`config.mk`:
```
export PLATFORM = sky130hd
export DESIGN_NAME = mem_stage
export DESIGN_NICKNAME = d
export VERILOG_FILES = /design/src/rtl/mem_stage.sv
export SDC_FILE = /design/constraint.sdc
export NUM_CORES = 1
export LEC_CHECK = 0
export BUFFER_PORTS_ARGS = -buffer_cell sky130_fd_sc_hd__buf_4
export CORE_AREA = 5 5 319 321
export DETAILED_ROUTE_END_ITERATION = 8
export DIE_AREA = 0 0 324 326
export SYNTH_ARGS = -nofsm -noshare
export SYNTH_HDL_FRONTEND = slang
export SYNTH_SLANG_ARGS = --single-unit
```
`constraint.sdc`:
```
create_clock -name clk -period 5.05 [get_ports clk]
set_input_delay 0.2525 -clock clk [delete_from_list [all_inputs] [get_ports clk]]
set_output_delay 0.2525 -clock clk [all_outputs]
set_load 0.1 [all_outputs]
```
`src/rtl/mem_stage.sv`:
```
// RV32I memory stage: EX/MEM register, data-memory access tracking, load alignment,
// and the MEM/WB register contents.
package rv32i_types;
  localparam logic [6:0] op_b_lui   = 7'b0110111;
  localparam logic [6:0] op_b_auipc = 7'b0010111;
  localparam logic [6:0] op_b_jal   = 7'b1101111;
  localparam logic [6:0] op_b_jalr  = 7'b1100111;
  localparam logic [6:0] op_b_br    = 7'b1100011;
  localparam logic [6:0] op_b_load  = 7'b0000011;
  localparam logic [6:0] op_b_store = 7'b0100011;
  localparam logic [6:0] op_b_imm   = 7'b0010011;
  localparam logic [6:0] op_b_reg   = 7'b0110011;

  localparam logic [2:0] f3_slt  = 3'b010;
  localparam logic [2:0] f3_sltu = 3'b011;

  typedef struct packed {
    logic [2:0] funct3;
  } mem_ctrl_t;

  typedef struct packed {
    logic regf_we;
  } wb_ctrl_t;

  typedef struct packed {
    logic [31:0] inst_s;
    logic [63:0] order_s;
    logic [31:0] pc_s;
    logic [31:0] pc_next_s;
    logic [4:0]  rs1_s;
    logic [4:0]  rs2_s;
    logic [31:0] rs1_v_s;
    logic [31:0] rs2_v_s;
    logic [4:0]  rd_s;
    logic [31:0] u_imm_s;
    logic [31:0] alu_out_s;
    logic        br_en_s;
    logic [31:0] mem_addr_s;
    logic [3:0]  dmem_rmask_s;
    logic [3:0]  dmem_wmask_s;
    logic [31:0] dmem_wdata_s;
    mem_ctrl_t   mem_ctrl_s;
    wb_ctrl_t    wb_ctrl_s;
    logic        valid_s;
  } ex_mem_stage_reg_t;

  typedef struct packed {
    logic [31:0] inst_s;
    logic [63:0] order_s;
    logic [31:0] pc_s;
    logic [31:0] pc_next_s;
    logic [4:0]  rs1_s;
    logic [4:0]  rs2_s;
    logic [31:0] rs1_v_s;
    logic [31:0] rs2_v_s;
    logic [4:0]  rd_s;
    logic [31:0] rd_v_s;
    wb_ctrl_t    wb_ctrl_s;
    logic [31:0] dmem_addr_s;
    logic [3:0]  dmem_rmask_s;
    logic [3:0]  dmem_wmask_s;
    logic [31:0] dmem_wdata_s;
    logic [31:0] dmem_rdata_s;
    logic        valid_s;
  } mem_wb_stage_reg_t;
endpackage

// state | meaning
// IDLE  | no data-memory access outstanding
// WAIT  | request issued, response not yet seen
// HOLD  | response captured in rdata_q, instruction not yet retired
module mem_stage
  import rv32i_types::*;
(
  input  logic              clk,
  input  logic              rst,
  input  logic              move,
  input  ex_mem_stage_reg_t ex_mem_next,
  input  logic [31:0]       dmem_rdata,
  input  logic              dmem_resp,
  output logic              dmem_stall,
  output logic [31:0]       forward_mem_v,
  output mem_wb_stage_reg_t mem_wb_reg
);

  localparam logic [1:0] IDLE = 2'd0;
  localparam logic [1:0] WAIT = 2'd1;
  localparam logic [1:0] HOLD = 2'd2;

  ex_mem_stage_reg_t r_q, r_d;
  logic [1:0]        state_q, state_d;
  logic [31:0]       rdata_q, rdata_d;

  logic [31:0] raw;
  logic [31:0] shifted;
  logic [31:0] load_v;
  logic [31:0] rd_v;

  function automatic logic is_mem_op(input ex_mem_stage_reg_t e);
    return e.valid_s && ((e.dmem_rmask_s != 4'd0) || (e.dmem_wmask_s != 4'd0));
  endfunction

  // A move always re-targets the FSM at the newly latched entry.
  always_comb begin
    r_d     = r_q;
    state_d = state_q;
    rdata_d = rdata_q;
    if (move) begin
      r_d     = ex_mem_next;
      state_d = is_mem_op(ex_mem_next) ? WAIT : IDLE;
    end else if (state_q == WAIT && dmem_resp) begin
      state_d = HOLD;
      rdata_d = dmem_rdata;
    end
  end

  always_ff @(posedge clk or negedge rst) begin
    if (!rst) begin
      r_q     <= '0;
      state_q <= IDLE;
      rdata_q <= 32'd0;
    end else begin
      r_q     <= r_d;
      state_q <= state_d;
      rdata_q <= rdata_d;
    end
  end

  always_comb begin
    dmem_stall = (state_q == WAIT) && !dmem_resp;
    case (state_q)
      WAIT:    raw = dmem_rdata;
      HOLD:    raw = rdata_q;
      default: raw = 32'd0;
    endcase
  end

  always_comb begin
    shifted = raw >> {r_q.mem_addr_s[1:0], 3'b000};
    case (r_q.mem_ctrl_s.funct3)
      3'b000:  load_v = {{24{shifted[7]}}, shifted[7:0]};
      3'b100:  load_v = {24'd0, shifted[7:0]};
      3'b001:  load_v = {{16{shifted[15]}}, shifted[15:0]};
      3'b101:  load_v = {16'd0, shifted[15:0]};
      3'b010:  load_v = shifted;
      default: load_v = 32'd0;
    endcase
  end

  always_comb begin
    rd_v = r_q.alu_out_s;
    case (r_q.inst_s[6:0])
      op_b_lui:            rd_v = r_q.u_imm_s;
      op_b_jal, op_b_jalr: rd_v = r_q.pc_s + 32'd4;
      op_b_load:           rd_v = load_v;
      op_b_reg, op_b_imm: begin
        if (r_q.inst_s[14:12] == f3_slt || r_q.inst_s[14:12] == f3_sltu)
          rd_v = {31'd0, r_q.br_en_s};
      end
      default:             rd_v = r_q.alu_out_s;
    endcase
  end

  assign forward_mem_v = rd_v;

  always_comb begin
    mem_wb_reg              = '0;
    mem_wb_reg.inst_s       = r_q.inst_s;
    mem_wb_reg.order_s      = r_q.order_s;
    mem_wb_reg.pc_s         = r_q.pc_s;
    mem_wb_reg.pc_next_s    = r_q.pc_next_s;
    mem_wb_reg.rs1_s        = r_q.rs1_s;
    mem_wb_reg.rs2_s        = r_q.rs2_s;
    mem_wb_reg.rs1_v_s      = r_q.rs1_v_s;
    mem_wb_reg.rs2_v_s      = r_q.rs2_v_s;
    mem_wb_reg.rd_s         = r_q.rd_s;
    mem_wb_reg.rd_v_s       = rd_v;
    mem_wb_reg.wb_ctrl_s    = r_q.wb_ctrl_s;
    mem_wb_reg.dmem_addr_s  = r_q.mem_addr_s;
    mem_wb_reg.dmem_rmask_s = r_q.dmem_rmask_s;
    mem_wb_reg.dmem_wmask_s = r_q.dmem_wmask_s;
    mem_wb_reg.dmem_wdata_s = r_q.dmem_wdata_s;
    mem_wb_reg.dmem_rdata_s = raw;
    mem_wb_reg.valid_s      = move && r_q.valid_s && !dmem_stall;
  end

endmodule

```
==> flow_summary.yaml <==
floorplan:
  dieWidth_um: 324
  ioPinCount: 827
  fp.dieH_um: 326
  die-area_um2: 106000
  row_count: 116
  core_um2: 99000
  start_util_pct: 20.7
layout:
  drive_gt1_share_pct: 53.5
  area_delta_synth_final_pct: 53.8
  largest_reg_flops: 312
  regArea_um2: 10400
  fillCellCount: 9912
  multi_input_area_um2: 7180
  fin_nets: 2939
  fin_util_pct: 31.9
yosys:
  synth_nets: 2054
  synth_edf_count: 0
  netlist.top_cell.by_area: "dfrtp_1"
  postSynthAreaPerCell_um2: 12.6
  synthCells: 1634
  yosysWarningCount: 0
  async_flop_share_pct: 100
  synth-seq-area-share_pct: 50.6
  yosysUniqueCellTypes: 66
  mappedNetlistArea_um2: 20500
  synthTopCellsByArea: "dfrtp_1 51%, mux2_2 22%, buf_4 13%"
  ys_ff_latch: 415
  synth_top_area_share_pct: 50.6
  synth-main-ff-cell: "dfrtp_1"
setup_path:
  worstSetupPathType: "reg2out"
  r2r_cells: 5
  startpoint_type: "register"
  r2r-start: "state_q[1]$_DFFE_PN0P_"
  critPathArrivalTime_ns: 4.11
  cp_max_fo: 25
  ff2ff_setup_slack_ns: 2.65
  cp.required_ns: 4.80
  rr_endpoint: "rdata_q[6]$_DFFE_PN0P_"
  cp-end-kind: "output port"
global_routing:
  grt_pass1_wl_um: 120000
  grt_usage_pct: 15.4
  antenna_found_initial: 19
  grt_max_degree: 145
  grt_pass1_vias: 17300
  grt_overflow: 0
status:
  outcome: "finished, final reports clean"
power:
  clock_power_share_pct: 30.6
  pwr-share-seq_pct: 32.1
  p_int_uw: 7230
  power.total_uw: 12400
  p_sw_uw: 5200
  combPwrFrac_pct: 37.3
  p_per_area_nw_per_um2: 394
  p_sw_share_pct: 41.8
  leakagePower_uw: 0.0140
  peakVddDrop_mv: 0.245
sta:
  tightest_slew_ns: 1.01
  maxSlewHeadroom_pct: 32.8
  rsz0062_at_grt: "false"
  maxSlewViolCount: 0
  setup_tns_ns: 0
  fin_crit_sh_pct: 86.4
  finalSetupViolCount: 0
  hold_viol: 0
  fin_skew_ns: 0.0111
  max_freq_ghz: 0.229
  min_period_ns: 4.36
min_path:
  min_to: "mem_wb_reg[359]$_DFFE_PN0P_"
  hp-class: "in2reg"
  worstHoldStart: "move"
  whs_path_depth: 3
drt:
  post_drt_wl_per_cell_um: 22.0
  drc: 0
  detail-route-antenna-nets: 0
  wl_um: 85000
  drtIter0Drc: 741
  dr.pass1.iters: 5
  via_count: 15900
  viasPerCell: 4.10
cts:
  cts_htree_levels: 2
  path_clk_slew_ns: 0.05
  ctsResizeCount: 0
  clock-root-buffer: "clkbuf_16"
  insertion_delay_ns: 0.61
  clock_sinks: 415
  clk_path_buf_depth: 3
  cts_buffers: 52
  cts_tree: "yes"
placed_design:
  gp_congestion: 0.826
  portBuffers: 826
  dp_hpwl_um: 64500
flow_run:
  cap_viol_max_count: 0
-- power by group through the flow --
| stage | Clock, uW | Sequential [uW] | Combinational (uW) |
|---|---|---|---|
| floorplan | 0 | 3930 | 3660 |
| global placement | 0 | 4030 | 4370 |
| detailed placement | 0 | 4040 | 4380 |
| CTS | 3940 | 3990 | 4670 |
| global route | 4060 | 4040 | 4800 |
| finish | 3800 | 3990 | 4640 |
-- layer usage --
| layer | vias to the layer above | share of wire [%] | global-route usage (%) |
|---|---|---|---|
| met5 | - | 0.032 | 0 |
| met4 | 4 | 2.5 | 4.12 |
| met3 | 109 | 8.1 | 5.03 |
| met2 | 603 | 48 | 25.6 |
| met1 | 7928 | 41 | 19.2 |
| li1 | 7213 | - | - |
-- timing repair --
item / 4_1_cts / 5_1_grt
endpoints found under the hold margin: 509 / 0
setup buffers: 0 / 0
hold buffers: 415 / 0
-- worst max-delay path: stages (launching register included) --
cell,delay (ns)
dfrtp_1,0.38
inv_1,0.08
ha_1,0.55
buf_4,0.40
a22oi_1,0.18
a211oi_1,0.63
nand2_1,0.23
a31o_1,0.35
o211ai_1,0.29
buf_4,0.40
-- synth_stat cells, types with 7 or more instances --
library cell / number
nor4_1: 8
a221oi_1: 9
o21ai_1: 7
dfrtp_1: 415
o221ai_2: 7
and2_1: 7
mux2_2: 403
a22oi_1: 44
nand2_1: 37
o21ai_0: 12
clkbuf_1: 63
buf_1: 12
buf_4: 344
inv_1: 9
a222oi_1: 10
nor2_1: 50
buf_2: 12
a21oi_1: 10
nand3_1: 13
nor3_1: 26
o211ai_1: 7
xnor2_1: 24
-- cells in the final DEF (no fill, tap or decap), types with 5 or more instances in the layout --
master / count
and2_1: 7
a222oi_1: 10
diode_2: 8
a21oi_1: 10
nand3_1: 12
dfrtp_1: 415
o311a_1: 5
nand4_1: 6
clkbuf_16: 52
clkbuf_8: 10
a221oi_1: 9
nand2b_1: 6
nor4_1: 8
nor3_1: 26
o21ai_0: 12
clkinv_2: 11
inv_1: 9
nand2_1: 37
mux2_1: 6
o21ai_1: 5
nor2_1: 49
o221ai_2: 7
a211o_1: 5
o211ai_1: 7
mux2_2: 403
buf_4: 843
dlygate4sd3_1: 415
clkbuf_1: 8
a22oi_1: 44
xnor2_1: 24
-- final cells by class --
class	count	share of cell area [%]
flip-flops and latches	415	32.9
clock buffers	70	4.65
repair buffers	1264	33.6
inverters	9	0.107
well taps	1298	5.14
diodes	8	0.0634
multi-input cells	777	22.8
clock inverters	22	0.828
-- through the flow --
| step | cells | setup slack (ns) | instance area, um2 | hold WS, ns |
|---|---|---|---|---|
| 6_report | 3863 | 0.687 | 31600 | 0.191 |
| 3_3_place_gp | 3348 | 1.46 | 25700 | 0.392 |
| 3_5_place_dp | 3348 | 1.40 | 25700 | 0.392 |
| 4_1_cts | 3855 | 0.708 | 31600 | 0.115 |
| 5_1_grt | 3861 | 0.496 | 31600 | 0.158 |
| 2_1_floorplan | 1634 | 0.0718 | 20500 | -0.0431 |
-- cell families (layout without fill, tap and decap cells) --
| kind of cell | Yosys count | count (layout) | synth area share, % |
|---|---|---|---|
| DFF | 415 | 415 | 50.6 |
| other | 0 | 8 | 0 |
| adders and majority gates | 3 | 3 | 0.183 |
| and+or+nand+nor | 179 | 179 | 4.44 |
| xor gates and xnor gates | 25 | 25 | 1.07 |
| AOI/OAI and AO/OA | 154 | 154 | 6.19 |
| muxes | 416 | 416 | 23.0 |
| buffers and inverters | 442 | 1365 | 14.5 |
-- worst max path at each step --
stage | end | from | cells after the start | slack [ns]
after floorplan | mem_wb_reg[118] | state_q[1]$_DFFE_PN0P_ | 10 | 0.07
after global placement | forward_mem_v[17] | state_q[1]$_DFFE_PN0P_ | 9 | 1.46
after detailed placement | forward_mem_v[17] | state_q[1]$_DFFE_PN0P_ | 9 | 1.40
after CTS | forward_mem_v[17] | state_q[1]$_DFFE_PN0P_ | 9 | 0.71
after global routing | forward_mem_v[17] | state_q[1]$_DFFE_PN0P_ | 9 | 0.50
final | forward_mem_v[17] | state_q[1]$_DFFE_PN0P_ | 9 | 0.69
Note: power is estimated with default switching activity, not from simulation.
